## src/rtl/br_arb_grant_skid_pkg.sv

```systemverilog
// Shared constants for the arbiter grant skid buffer.
// Defaults match the reference two-requester configuration.
package br_arb_grant_skid_pkg;
   localparam int DefNumRequesters = 2;
   localparam int DefWidth         = 8;
   localparam int CountWidth       = 32;
endpackage

```

## src/rtl/br_arb_grant_skid_if.sv

```systemverilog
// Push/arbiter/pop bundle for br_arb_grant_skid.
// pop_count exists only with BR_ARB_GRANT_SKID_STATS_EN.
interface br_arb_grant_skid_if
   import br_arb_grant_skid_pkg::*;
#(
   parameter int NumRequesters = DefNumRequesters,
   parameter int Width         = DefWidth
);
   localparam int SourceWidth = $clog2(NumRequesters);

   logic [NumRequesters-1:0]            push_valid;
   logic [NumRequesters-1:0]            push_ready;
   logic [NumRequesters-1:0][Width-1:0] push_data;
   logic [NumRequesters-1:0]            arb_request;
   logic                                arb_enable_priority_update;
   logic [NumRequesters-1:0]            arb_grant;
   logic                                pop_valid;
   logic                                pop_ready;
   logic [Width-1:0]                    pop_data;
   logic [SourceWidth-1:0]              pop_source;
`ifdef BR_ARB_GRANT_SKID_STATS_EN
   logic [CountWidth-1:0]               pop_count;
`endif

   modport slave (
      input  push_valid, push_data, arb_grant, pop_ready,
      output push_ready, arb_request, arb_enable_priority_update,
      output pop_valid, pop_data, pop_source
`ifdef BR_ARB_GRANT_SKID_STATS_EN
      , output pop_count
`endif
   );

   modport master (
      output push_valid, push_data, arb_grant, pop_ready,
      input  push_ready, arb_request, arb_enable_priority_update,
      input  pop_valid, pop_data, pop_source
`ifdef BR_ARB_GRANT_SKID_STATS_EN
      , input pop_count
`endif
   );
endinterface

```

## src/rtl/br_arb_grant_skid_slot.sv

```systemverilog
// One buffered beat (valid, data, source) with load and clear.
// Load wins over clear so a pop+refill in one cycle keeps the slot full.
module br_arb_grant_skid_slot #(
   parameter int Width       = 8,
   parameter int SourceWidth = 1
) (
   input  logic                   clk,
   input  logic                   rst_n,
   input  logic                   i_load,
   input  logic                   i_clear,
   input  logic [Width-1:0]       i_data,
   input  logic [SourceWidth-1:0] i_source,
   output logic                   o_valid,
   output logic [Width-1:0]       o_data,
   output logic [SourceWidth-1:0] o_source
);
   logic                   r_valid;
   logic [Width-1:0]       r_data;
   logic [SourceWidth-1:0] r_source;

   always_ff @(posedge clk or negedge rst_n) begin
      if (!rst_n) begin
         r_valid  <= 1'b0;
         r_data   <= '0;
         r_source <= '0;
      end else if (i_load) begin
         r_valid  <= 1'b1;
         r_data   <= i_data;
         r_source <= i_source;
      end else if (i_clear) begin
         r_valid  <= 1'b0;
      end
   end

   assign o_valid  = r_valid;
   assign o_data   = r_data;
   assign o_source = r_source;
endmodule

```

## src/rtl/br_arb_grant_skid.sv

```systemverilog
// Captures the arbiter winner into a main+skid buffer feeding one pop port.
// Define BR_ARB_GRANT_SKID_STATS_EN for a saturating 32-bit pop counter.
module br_arb_grant_skid
   import br_arb_grant_skid_pkg::*;
#(
   parameter int NumRequesters = DefNumRequesters,
   parameter int Width         = DefWidth
) (
   input logic                clk,
   input logic                rst_n,
   br_arb_grant_skid_if.slave bus
);
   localparam int SourceWidth = $clog2(NumRequesters);

   logic                   w_can_accept;
   logic                   w_push;
   logic                   w_pop;
   logic                   w_main_load;
   logic                   w_skid_load;
   logic                   w_skid_clear;
   logic                   w_main_valid;
   logic                   w_skid_valid;
   logic [Width-1:0]       w_cap_data;
   logic [Width-1:0]       w_main_data;
   logic [Width-1:0]       w_skid_data;
   logic [Width-1:0]       w_main_in_data;
   logic [SourceWidth-1:0] w_cap_src;
   logic [SourceWidth-1:0] w_main_src;
   logic [SourceWidth-1:0] w_skid_src;
   logic [SourceWidth-1:0] w_main_in_src;

   // Gating on skid occupancy only keeps pop_ready off the push paths.
   assign w_can_accept = !w_skid_valid;
   assign bus.arb_request = bus.push_valid & {NumRequesters{w_can_accept}};
   assign bus.arb_enable_priority_update = w_can_accept;
   assign bus.push_ready = bus.arb_grant & {NumRequesters{w_can_accept}};

   assign w_push = |(bus.push_ready & bus.push_valid);
   assign w_pop  = w_main_valid & bus.pop_ready;

   always_comb begin
      w_cap_data = '0;
      w_cap_src  = '0;
      for (int i = 0; i < NumRequesters; i++) begin
         if (bus.arb_grant[i]) begin
            w_cap_data = w_cap_data | bus.push_data[i];
            w_cap_src  = w_cap_src | SourceWidth'(i);
         end
      end
   end

   assign w_main_load = (w_pop & w_skid_valid)
                      | (w_push & (!w_main_valid | w_pop));
   assign w_skid_load  = w_push & w_main_valid & !w_pop;
   assign w_skid_clear = w_pop & w_skid_valid;

   assign w_main_in_data = w_skid_valid ? w_skid_data : w_cap_data;
   assign w_main_in_src  = w_skid_valid ? w_skid_src  : w_cap_src;

   br_arb_grant_skid_slot #(
      .Width       (Width),
      .SourceWidth (SourceWidth)
   ) u_main (
      .clk      (clk),
      .rst_n    (rst_n),
      .i_load   (w_main_load),
      .i_clear  (w_pop),
      .i_data   (w_main_in_data),
      .i_source (w_main_in_src),
      .o_valid  (w_main_valid),
      .o_data   (w_main_data),
      .o_source (w_main_src)
   );

   br_arb_grant_skid_slot #(
      .Width       (Width),
      .SourceWidth (SourceWidth)
   ) u_skid (
      .clk      (clk),
      .rst_n    (rst_n),
      .i_load   (w_skid_load),
      .i_clear  (w_skid_clear),
      .i_data   (w_cap_data),
      .i_source (w_cap_src),
      .o_valid  (w_skid_valid),
      .o_data   (w_skid_data),
      .o_source (w_skid_src)
   );

   assign bus.pop_valid  = w_main_valid;
   assign bus.pop_data   = w_main_data;
   assign bus.pop_source = w_main_src;

`ifdef BR_ARB_GRANT_SKID_STATS_EN
   logic [CountWidth-1:0] r_pop_count;

   always_ff @(posedge clk or negedge rst_n) begin
      if (!rst_n) begin
         r_pop_count <= '0;
      end else if (w_pop && (r_pop_count != '1)) begin
         r_pop_count <= r_pop_count + CountWidth'(1);
      end
   end

   assign bus.pop_count = r_pop_count;
`endif

   a_grant_onehot0: assert property (
      @(posedge clk) disable iff (!rst_n) $onehot0(bus.arb_grant));
   a_grant_subset: assert property (
      @(posedge clk) disable iff (!rst_n)
      (bus.arb_grant & ~bus.arb_request) == '0);
endmodule

```

## src/flat_wrapper.sv

```systemverilog
// flat-port wrapper written by rule: the top's interface ports become plain ports
module br_arb_grant_skid_flat import br_arb_grant_skid_pkg::*;
#(
   parameter int NumRequesters = DefNumRequesters,
   parameter int Width         = DefWidth
)
  (clk, rst_n, bus_push_valid, bus_push_data, bus_arb_grant, bus_pop_ready, bus_push_ready, bus_arb_request, bus_arb_enable_priority_update, bus_pop_valid, bus_pop_data, bus_pop_source);
  br_arb_grant_skid_if #(.NumRequesters(NumRequesters), .Width(Width)) bus_i ();
  input logic clk;
  input logic rst_n;
  input wire logic [$bits(bus_i.push_valid)-1:0] bus_push_valid;
  input wire logic [$bits(bus_i.push_data)-1:0] bus_push_data;
  input wire logic [$bits(bus_i.arb_grant)-1:0] bus_arb_grant;
  input wire logic [$bits(bus_i.pop_ready)-1:0] bus_pop_ready;
  output wire logic [$bits(bus_i.push_ready)-1:0] bus_push_ready;
  output wire logic [$bits(bus_i.arb_request)-1:0] bus_arb_request;
  output wire logic [$bits(bus_i.arb_enable_priority_update)-1:0] bus_arb_enable_priority_update;
  output wire logic [$bits(bus_i.pop_valid)-1:0] bus_pop_valid;
  output wire logic [$bits(bus_i.pop_data)-1:0] bus_pop_data;
  output wire logic [$bits(bus_i.pop_source)-1:0] bus_pop_source;
  assign bus_i.push_valid = bus_push_valid;
  assign bus_i.push_data = bus_push_data;
  assign bus_i.arb_grant = bus_arb_grant;
  assign bus_i.pop_ready = bus_pop_ready;
  assign bus_push_ready = bus_i.push_ready;
  assign bus_arb_request = bus_i.arb_request;
  assign bus_arb_enable_priority_update = bus_i.arb_enable_priority_update;
  assign bus_pop_valid = bus_i.pop_valid;
  assign bus_pop_data = bus_i.pop_data;
  assign bus_pop_source = bus_i.pop_source;
  br_arb_grant_skid #(.NumRequesters(NumRequesters), .Width(Width)) u_core (.clk(clk), .rst_n(rst_n), .bus(bus_i));
endmodule
```

## config.mk

```make
export PLATFORM = sky130hd
export DESIGN_NAME = br_arb_grant_skid_flat
export DESIGN_NICKNAME = d
export VERILOG_FILES = /design/src/rtl/br_arb_grant_skid_pkg.sv /design/src/rtl/br_arb_grant_skid_if.sv /design/src/rtl/br_arb_grant_skid_slot.sv /design/src/rtl/br_arb_grant_skid.sv /design/src/flat_wrapper.sv
export SDC_FILE = /design/constraint.sdc
export NUM_CORES = 1
export LEC_CHECK = 0
export BUFFER_PORTS_ARGS = -buffer_cell sky130_fd_sc_hd__buf_4
export CAP_MARGIN = 20
export CELL_PAD_IN_SITES_DETAIL_PLACEMENT = 0
export CELL_PAD_IN_SITES_GLOBAL_PLACEMENT = 1
export CORE_AREA = 2 2 59 61
export CTS_BUF_LIST = sky130_fd_sc_hd__clkbuf_16
export DETAILED_ROUTE_END_ITERATION = 7
export DIE_AREA = 0 0 61 63
export PLACE_DENSITY = 0.69
export SYNTH_ARGS = -nofsm -noshare
export SYNTH_HDL_FRONTEND = slang
export SYNTH_SLANG_ARGS = --single-unit
```

## constraint.sdc

```tcl
create_clock -name clk -period 1.45 [get_ports clk]
set_input_delay 0.2175 -clock clk [delete_from_list [all_inputs] [get_ports clk]]
set_output_delay 0.2175 -clock clk [all_outputs]
set_load 0.005 [all_outputs]
```

Yosys cells after proc, flatten, opt, wreduce, memory -nomap -nowiden
Cells that the tools add are included.

word-level totals
  register bits after elaboration = 20
  output and inout bits = 15
  logic and storage cells = 32

operators by class
  muxes and demuxes = 9
  reduce and logical (&&, ||, !) cells = 6
  bitwise operators = 11

operator list
  cell               number
  $mux 8             3
  $or 8x8->8         1
  $and 2x2->2        3
  $mux 1             6
  $and 1x1->1        5
  $reduce_bool 2->1  2
  $logic_not 1->1    3
  $or 1x1->1         2
  $reduce_or 2->1    1

Depth between registers and ports, before layout
Gate-level depths: netlist of run 1.

  depth after elaboration = 7
  gate-level depth with buffers = 4
  depth with buffers taken out = 3

By module
Synthesis of run 1 repeated with hierarchy kept, for this count alone.

second synthesis, totals
  cells, all modules = 75
  area total of the unflattened synthesis = 1118.6 um^2

modules (own cells, without submodules)
  module                  instances  area an instance (um^2)  cells each  sequential area each (um^2)
  br_arb_grant_skid_slot  2          409.1                    22          250.2
  br_arb_grant_skid       1          300.3                    31          0.0

Least setup slack after synthesis of run 1
OpenSTA, ideal clock, no wires.

  kind = reg2reg
  start point = register u_core.u_skid.r_valid, in the netlist u_core.u_skid.o_valid
  end point = register u_core.u_main.r_data[1], in the netlist u_core.u_main.o_data[1]
  stages on the path, launching flop included = 5
  library setup time = 0.125 ns
  data arrival time = 1.374 ns
  data required time = 1.325 ns
  path buffers = 1
  path slack = -0.049 ns
  path through = dfrtp_1 -> buf_2 -> nor2b_1 -> nor3_4 -> mux2_2

between the ends
  cells in the longest elaborated chain, start to end = 6

RTL lines
  item                      line                          text
  start: declaration        br_arb_grant_skid_slot.sv:17  logic r_valid;
  start signal: assignment  br_arb_grant_skid_slot.sv:23  r_valid <= 1'b0;
  start signal: assignment  br_arb_grant_skid_slot.sv:27  r_valid <= 1'b1;
  start signal: assignment  br_arb_grant_skid_slot.sv:31  r_valid <= 1'b0;
  $logic_not 1->1           br_arb_grant_skid.sv:33       assign w_can_accept = !w_skid_valid;
  $and 2x2->2               br_arb_grant_skid.sv:36       assign bus.push_ready = bus.arb_grant & {NumRequesters{w_can_accept}};
  $and 2x2->2               br_arb_grant_skid.sv:38       assign w_push = |(bus.push_ready & bus.push_valid);
  $reduce_or 2->1           br_arb_grant_skid.sv:38
  $and 1x1->1               br_arb_grant_skid.sv:53       | (w_push & (!w_main_valid | w_pop));
  $or 1x1->1                br_arb_grant_skid.sv:53
  end signal: assignment    br_arb_grant_skid_slot.sv:28  r_data <= i_data;
  end: declaration          br_arb_grant_skid_slot.sv:18  logic [Width-1:0] r_data;

Parallel ways exist; a longest one is shown, timed or not.
A chain may end at the register's enable or synchronous reset.

Worst setup path after layout of run 1
  start point = register u_core.u_skid.r_valid, in the netlist u_core.u_skid.o_valid
  end point = register u_core.u_main.r_data[5], in the netlist u_core.u_main.o_data[5]

Same word-level chain as after synthesis.

==> results of run 1 <==
-- metrics by stage --
step	TNS, ps	cell area, um2	worst slack (ps)	std cells	total power (W)
detailed placement	-648	1400	-93.4	176	0.00197
global placement	-424	1400	-68.1	176	0.00194
finish	0	1540	55.2	185	0.00259
CTS	0	1520	36.7	185	0.00260
floorplan	-192	1030	-32.0	89	0.00150
global route	-3.15	1540	-1.39	185	0.00276
-- kinds of logic after synthesis --
logic type             count (synthesis)  synth area share [%]
muxes                                 20                  22.0
buffers and inverters                 14                  5.64
AOI/OAI and AO/OA                     20                  13.6
DFF                                   20                  49.1
and+or+nand+nor                       15                  9.69
-- timing repair --
item                       in CTS  in global routing
setup buffers                   5                  0
resized for setup               0                  4
setup endpoints to repair      11                 11
hold endpoints to repair       20                  0
pin swaps                       2                  1
hold buffers                    1                  0
-- final timing paths --
check | from | endpoint | slack, ps | cells past startpoint
max reg2reg | u_core.u_skid.o_valid | u_core.u_main.o_data[5] | 60 | 5
min | bus_pop_ready | u_core.u_skid.o_valid | 170 | 2
max in group asynchronous | rst_n | u_core.u_skid.o_valid | 820 | 2
min reg2reg | u_core.u_skid.o_source | u_core.u_skid.o_source | 510 | 1
max | u_core.u_skid.o_valid | u_core.u_main.o_data[5] | 60 | 5
min in group asynchronous | rst_n | u_core.u_main.o_data[2] | 410 | 2
-- power groups by stage --
stage               sequential, W  clock, W  combinational (W)
floorplan                0.000971         0           0.000534
global placement         0.000986         0           0.000954
detailed placement       0.000987         0           0.000983
CTS                      0.000987  0.000573            0.00104
global route              0.00102  0.000593            0.00114
finish                   0.000990  0.000554            0.00104
-- layer usage --
layer,vias up,track usage (%),share of wire [%]
met4,0,5.43,1.2
li1,411,-,-
met2,22,23.1,49
met1,423,20.1,46
met5,-,0,0
met3,4,2.90,3.7
-- state kept, by name, summed over array words and instances, names as in the netlist --
name and count:
u_core.u_main.o_data 8, u_core.u_skid.o_data 8, u_core.u_main.o_source 1, u_core.u_main.o_valid 1, u_core.u_skid.o_source 1, u_core.u_skid.o_valid 1
-- synth_stat cells --
| cell | number |
|---|---|
| dfrtp_1 | 20 |
| inv_1 | 10 |
| mux2i_1 | 10 |
| o21ai_0 | 8 |
| mux2_2 | 7 |
| a22oi_1 | 6 |
| nand2_1 | 6 |
| nor2b_1 | 6 |
| mux2_4 | 3 |
| a22o_1 | 2 |
| clkbuf_1 | 2 |
| nor3_4 | 2 |
| a21boi_0 | 1 |
| a21o_1 | 1 |
| a221oi_1 | 1 |
| a22oi_2 | 1 |
| buf_2 | 1 |
| buf_4 | 1 |
| nand2b_1 | 1 |
-- layout by cell type (no fill, tap or decap), types with 5 or more instances in the layout --
master   count
dfrtp_1     20
a22oi_1      6
nand2_1      6
o21ai_0      8
inv_1       10
buf_4       48
mux2i_1     10
mux2_2       5
nor2b_1      6
mux2_4       5
-- final cells by class --
class / instances / share of cell area [%]
tap: 46 / 3.74
inverter: 10 / 2.44
multi-input combinational: 55 / 30.9
timing repair buffer: 51 / 25.5
sequential: 20 / 32.5
clock buffer: 3 / 4.88
==> results.yml, run 1 <==
run_status:
  outcome: "finished, final reports clean"
finish:
  fillers: 314
  nNetsFinal: 164
  multi_input_area_um2: 475
  fin_util_pct: 47.6
  n_antenna_cell: 0
  final-seq-area_um2: 500
  layout-drive-gt1-share_pct: 48.2
  syn_to_final_growth_pct: 50.9
hold_path:
  min_path_type: "in2reg"
clock_network:
  root_buffer: "clkbuf_16"
  clock_sinks: 20
  cts_inserted_buffers: 3
  clock_path_buffers: 2
  clkTransAtPathRegs_ps: 50
  htree_levels: 1
  cts_tree: "done"
  clk_latency_ps: 250
flow_run:
  maxCapViolations: 0
yosys:
  synth_seq_area_share_pct: 49.1
  avgSynthCellArea_um2: 11.5
  synth_top_area_share_pct: 49.1
  syn-instance-count: 89
  synth_top_area_cell: "dfrtp_1"
  synthTopCellsByArea: "dfrtp_1, mux2i_1, mux2_2"
  ys_types: 19
  yosysWarnings: 0
  ys_seq_elements: 20
  syn_nets: 112
  syn_area_mm2: 0.00102
floorplan:
  chipHeight_um: 63
  design.die.area_mm2: 0.00384
  pin_count: 38
  std_cell_rows: 21
  core_mm2: 0.00323
  start_util_pct: 31.6
  die_w_um: 61
power_and_ir_drop:
  switchingPower_w: 0.000755
  power_density_mw_per_mm2: 1680
  switching_share_pct: 29.2
  p_int_w: 0.00183
  p_clk_share_pct: 21.4
  p_seq_share_pct: 38.3
  pwr-share-comb_pct: 40.3
  leakage_nw: 0.756
  peakVddDrop_mv: 0.572
placed_design:
  routabilityCongestion: 0.676
  hpwl_mm: 1.83
  place.port_buffers: 37
drt:
  routed_wl_mm: 2.57
  via_count: 860
  via_per_inst: 4.65
  drt-initial-drc-count: 9
  antenna_left: 0
  wl_per_cell_um: 13.9
  dr.pass1.iters: 4
  drcViolationCount: 0
global_route:
  grt_pass1_vias: 937
  overflow: 0
  track_usage_pct: 14.9
  grt_max_degree: 21
  antenna_found_initial: 0
  grt_pass1_wl_mm: 4.32
timing:
  finalCritPeriodShare_pct: 96.2
  max_freq_mhz: 717
  worst_pin_slew_ps: 263
  final_hold_viol_count: 0
  fin_crit_ps: 1390
  relSlewSlack_pct: 82.4
  maxSlewViolCount: 0
  finalSetupViolCount: 0
  timing.hold.ws_ps: 174
  finClkSkew_ps: 1.63
worst_setup_path:
  crit_buf_inv: 2
  cp-end-kind: "register"
  critPathLaunchType: "register"
  crit_fanout: 4
  cp_top_family: "flip-flops"
  cp.arrival_ps: 1530
  cpPeakStageDelay_ps: 410
  slowest_stage: "dfrtp_1"
  path_cells: "a221oi_2, buf_4, nor3_4, buf_4, mux2_2"
  cp_common_cell: "buf_4"
  timing_worst_setup_path_type: "reg2reg"
  worstPathRequired_ps: 1580
Note: power is estimated with default switching activity, not from simulation.
==> inputs of run 2 (changes only) <==
Settings changed: CORE_AREA 2 2 59 61 to 2 2 55 57, DIE_AREA 0 0 61 63 to 0 0 57 59, PLACE_DENSITY 0.69 to 0.76.
Clock period 1.45 ns to 1.7 ns, I/O delays scaled along.
==> run 2 against run 1 <==
Effect of this change: core utilization increased by 4.9 points; setup slack improved by 57 ps; combinational power decreased by 26%; die area decreased by 12%; via count decreased by 8.0%; clock power decreased by 15%; sequential cell count unchanged; cell area decreased by 7.5%; non-clock buffer count decreased by 10; routed wire length decreased by 10%; sequential power decreased by 14%; critical path type unchanged.
==> results.yml, run 2 (synthesis gave the netlist of run 1 again) <==
global_route:
  track_usage_pct: 15.6
  antenna_found_initial: 0
  overflow: 0
  grt_pass1_vias: 827
  grt_max_degree: 21
  grt_pass1_wl_mm: 4.01
worst_setup_path:
  cp-end-kind: "register"
  crit_start: "u_core.u_skid.o_valid"
  worstPathRequired_ps: 1830
  cpPeakStageDelay_ps: 480
  critPathLaunchType: "register"
  crit_fanout: 9
  path_cells: "a221oi_1, nor3_4, mux2_2"
  cp.arrival_ps: 1720
  r2r-start: "u_core.u_skid.o_valid"
  slowest_stage: "dfrtp_1"
  timing_worst_setup_path_type: "reg2reg"
floorplan:
  start_util_pct: 37.6
  die_w_um: 57
  design.die.area_mm2: 0.00336
  std_cell_rows: 19
  pin_count: 38
  core_mm2: 0.00271
  chipHeight_um: 59
finish:
  syn_to_final_growth_pct: 39.6
  stdcell_count: 160
  nNetsFinal: 154
  layout_commonest_cell: "buf_4"
  n_antenna_cell: 0
  layout-drive-gt1-share_pct: 43.4
  final_cell_mix: "buf_4, dfrtp_1, inv_1, mux2i_1, o21ai_0"
clock_network:
  cts_inserted_buffers: 3
  htree_levels: 1
  post_cts_resized: 0
  hold_buffers: 1
  clk_latency_ps: 250
  cts_setup_buffers: 0
  clock_path_buffers: 2
  clkTransAtPathRegs_ps: 50
  root_buffer: "clkbuf_16"
  clock_sinks: 20
  cts_tree: "done"
drt:
  via_count: 791
  antenna_left: 0
  drt-initial-drc-count: 14
  routed_wl_mm: 2.31
  drcViolationCount: 0
  wl_per_cell_um: 14.4
  dr.pass1.iters: 4
  via_per_inst: 4.94
placed_design:
  hpwl_mm: 1.71
  place_inst: 156
  place.port_buffers: 37
  routabilityCongestion: 0.720
power_and_ir_drop:
  p_seq_share_pct: 40.7
  pwr-share-comb_pct: 36.8
  switchingPower_w: 0.000606
  switching_share_pct: 28.9
  p_clk_share_pct: 22.5
  power_density_mw_per_mm2: 1470
  p_int_w: 0.00149
  leakage_nw: 0.695
  peakVddDrop_mv: 0.844
timing:
  relSlewSlack_pct: 63.3
  finalSetupViolCount: 0
  final_hold_viol_count: 0
  worst_pin_slew_ps: 550
  rsz0062_at_grt: "no"
  max_freq_mhz: 630
  fin_crit_ps: 1590
  maxSlewViolCount: 0
  finalCritPeriodShare_pct: 93.4
  setup_tns_ps: 0
  finClkSkew_ps: 1.19
hold_path:
  min_path_type: "in2reg"
  hold_start: "bus_pop_ready"
run_status:
  outcome: "finished, final reports clean"
flow_run:
  maxCapViolations: 0
==> run 2: cell types whose count changed in the layout (fill, tap and decap cells not counted) <==
cell      previous run  this run
a221oi_2             1         0
mux2_4               5         3
mux2_2               5         7
buf_4               48        40
a221oi_1             0         1
buf_6                2         0
==> run 2: layout make-up <==
cell class                      count  area (um2)
Multi-Input combinational cell     55         462
Fill cell                         261        1290
Tap cell                           31        38.8
Timing Repair Buffer               41         310
Inverter                           10        37.5
Clock buffer                        3        75.1
Sequential cell                    20         500
==> run 2: through the flow <==
stage               worst slack [ps]  power (W)  util, %  area [um2]  hold WS [ps]
CTS                              104    0.00212     52.5        1420           210
finish                           112    0.00209     52.5        1420           212
global placement                 151    0.00161     49.4        1340           151
detailed placement               113    0.00164     49.4        1340           154
floorplan                        201    0.00126        -        1020         -40.6
global route                    24.4    0.00226     52.5        1420           223
==> run 2: metal layers <==
layer	part of all wire, %	global-route usage, %	vias to the layer above	wire length (um)
li1	-	-	391	-
met1	49	23.0	376	1120
met2	46	22.3	22	1050
met3	4.7	3.06	2	109
met4	0.95	6.98	0	22
met5	0	0	-	0
==> run 2: power by group through the flow <==
stage	Clock [W]	Sequential [W]	Combinational, W
2_1_floorplan	0	0.000826	0.000438
3_3_place_gp	0	0.000849	0.000766
3_5_place_dp	0	0.000860	0.000776
4_1_cts	0.000483	0.000856	0.000785
5_1_grt	0.000501	0.000887	0.000867
6_report	0.000471	0.000851	0.000771
==> run 2: critical path, delay by kind of cell (launching register included) <==
family             cells  cell delay [ps]
AOI/OAI and AO/OA      1              140
DFF                    1              480
muxes                  1              390
and+or+nand+nor        1              460
==> run 2: worst paths after layout <==
| path | end | slack [ps] | cells past startpoint |
|---|---|---|---|
| min in group asynchronous | u_core.u_skid.o_data[4] | 420 | 2 |
| hold / removal | u_core.u_skid.o_valid | 210 | 2 |
| hold reg to reg | u_core.u_skid.o_data[0] | 510 | 1 |
| setup reg to reg | u_core.u_main.o_data[3] | 110 | 3 |
| max in group asynchronous | u_core.u_main.o_data[6] | 1070 | 2 |
| setup / recovery | u_core.u_main.o_data[3] | 110 | 3 |
==> inputs of run 3 (changes only) <==
Settings changed: RECOVER_POWER from default to 25.
==> run 3 against run 2 <==
Effect of this change: routed wire length down 0.35%; sequential share of layout area is 0.093 points higher; cell area decreased by 0.26%; clock power about the same; die area is the same; sequential power about the same; largest cell class unchanged; via count up 0.38%; count of clock-buffer cells in the layout is the same; first-iteration DRC count increased by 7.1%.
==> results.yml, run 3 (synthesis gave the netlist of run 1 again) <==
clock_network:
  root_buffer: "clkbuf_16"
  clock_path_buffers: 2
  clkTransAtPathRegs_ps: 50
  cts_tree: "done"
  hold_buffers: 1
  cts_setup_buffers: 0
  cts_inserted_buffers: 3
  htree_levels: 1
  post_cts_resized: 0
  clk_latency_ps: 250
  clock_sinks: 20
worst_setup_path:
  cp.arrival_ps: 1720
  cpPeakStageDelay_ps: 480
  timing_worst_setup_path_type: "reg2reg"
  r2r-start: "u_core.u_skid.o_valid"
  cp_top_family: "flip-flops"
  critPathLaunchType: "register"
  reg2regPathDepth: 3
  r2r-end: "u_core.u_main.o_data[3]"
  r2r_slack_ps: 110
  crit_fanout: 9
  worstPathRequired_ps: 1830
  slowest_stage: "dfrtp_1"
  cp-end-kind: "register"
  crit_cells: 3
  path_cells: "a221oi_1, nor3_4, mux2_2"
  crit_buf_inv: 0
finish:
  syn_to_final_growth_pct: 39.3
  fin_util_pct: 52.4
  layout_commonest_cell: "buf_4"
  final_cell_mix: "buf_4, dfrtp_1, inv_1, mux2i_1, o21ai_0"
  layout-drive-gt1-share_pct: 42.6
  nNetsFinal: 154
  stdcell_count: 160
  n_antenna_cell: 0
hold_path:
  hold_depth: 2
  min_path_type: "in2reg"
  hold-path-endpoint: "u_core.u_skid.o_valid"
  hold_start: "bus_pop_ready"
power_and_ir_drop:
  switchingPower_w: 0.000606
  p_clk_share_pct: 22.5
  peakVddDrop_mv: 0.843
  power_density_mw_per_mm2: 1470
  pwr-share-comb_pct: 36.8
  leakage_nw: 0.691
  p_seq_share_pct: 40.7
  p_int_w: 0.00149
  switching_share_pct: 29.0
global_route:
  overflow: 0
  grt_pass1_wl_mm: 4.01
  antenna_found_initial: 0
  grt_pass1_vias: 827
  track_usage_pct: 15.6
  grt_max_degree: 21
timing:
  rsz0062_at_grt: "no"
  max_freq_mhz: 630
  finClkSkew_ps: 1.02
  final_hold_viol_count: 0
  setup_tns_ps: 0
  worst_pin_slew_ps: 1090
  fin_crit_ps: 1590
  fin_ws_ps: 114
  relSlewSlack_pct: 27.1
  finalSetupViolCount: 0
  timing.hold.ws_ps: 212
  maxSlewViolCount: 0
  finalCritPeriodShare_pct: 93.3
placed_design:
  place.port_buffers: 37
  place_ws_ps: 113
  place_inst: 156
  hpwl_mm: 1.71
  routabilityCongestion: 0.720
floorplan:
  start_util_pct: 37.6
  core_mm2: 0.00271
  die_w_um: 57
  std_cell_rows: 19
  pin_count: 38
  chipHeight_um: 59
  design.die.area_mm2: 0.00336
drt:
  dr.pass1.iters: 4
  antenna_left: 0
  wl_per_cell_um: 14.4
  via_count: 794
  drt-initial-drc-count: 15
  routed_wl_mm: 2.30
  via_per_inst: 4.96
  drcViolationCount: 0
flow_run:
  maxCapViolations: 0
run_status:
  outcome: "finished, final reports clean"
run 3: changes by cell type in the layout (fill, tap and decap cells not counted):
cell,previous run,this run
buf_4,40,39
clkbuf_1,0,1
run 3: worst max-delay path by stage:
stage                                startpoint                       to  slack, ps
after floorplan           u_core.u_skid.o_valid  u_core.u_main.o_data[1]        200
after global placement         bus_arb_grant[0]   u_core.u_main.o_source        150
after detailed placement  u_core.u_skid.o_valid  u_core.u_main.o_data[3]        110
after CTS                 u_core.u_skid.o_valid  u_core.u_main.o_data[3]        100
after global routing      u_core.u_skid.o_valid  u_core.u_main.o_data[3]         20
final                     u_core.u_skid.o_valid  u_core.u_main.o_data[3]        110
run 3: cell type report:
type / count / area [um2]
Timing Repair Buffer: 41 / 307
Sequential cell: 20 / 500
Clock buffer: 3 / 75.1
Inverter: 10 / 37.5
Fill cell: 263 / 1290
Tap cell: 31 / 38.8
Multi-Input combinational cell: 55 / 462
run 3: stage by stage:
stage                     total power, W  area [um2]
after floorplan                  0.00126        1020
after CTS                        0.00212        1420
final                            0.00209        1420
after global placement           0.00161        1340
after global routing             0.00225        1420
after detailed placement         0.00164        1340
run 3: metal layers:
| metal | wire length [um] | vias up | global-route usage [%] |
|---|---|---|---|
| li1 | - | 390 | - |
| met5 | 0 | - | 0 |
| met2 | 1070 | 22 | 22.3 |
| met1 | 1100 | 380 | 23.0 |
| met3 | 109 | 2 | 3.06 |
| met4 | 22 | 0 | 6.98 |
run 3: power by group through the flow:
stage / Clock [W] / Combinational, W / Sequential (W)
2_1_floorplan: 0 / 0.000438 / 0.000826
3_3_place_gp: 0 / 0.000766 / 0.000849
3_5_place_dp: 0 / 0.000776 / 0.000860
4_1_cts: 0.000483 / 0.000785 / 0.000856
5_1_grt: 0.000501 / 0.000866 / 0.000887
6_report: 0.000471 / 0.000770 / 0.000851
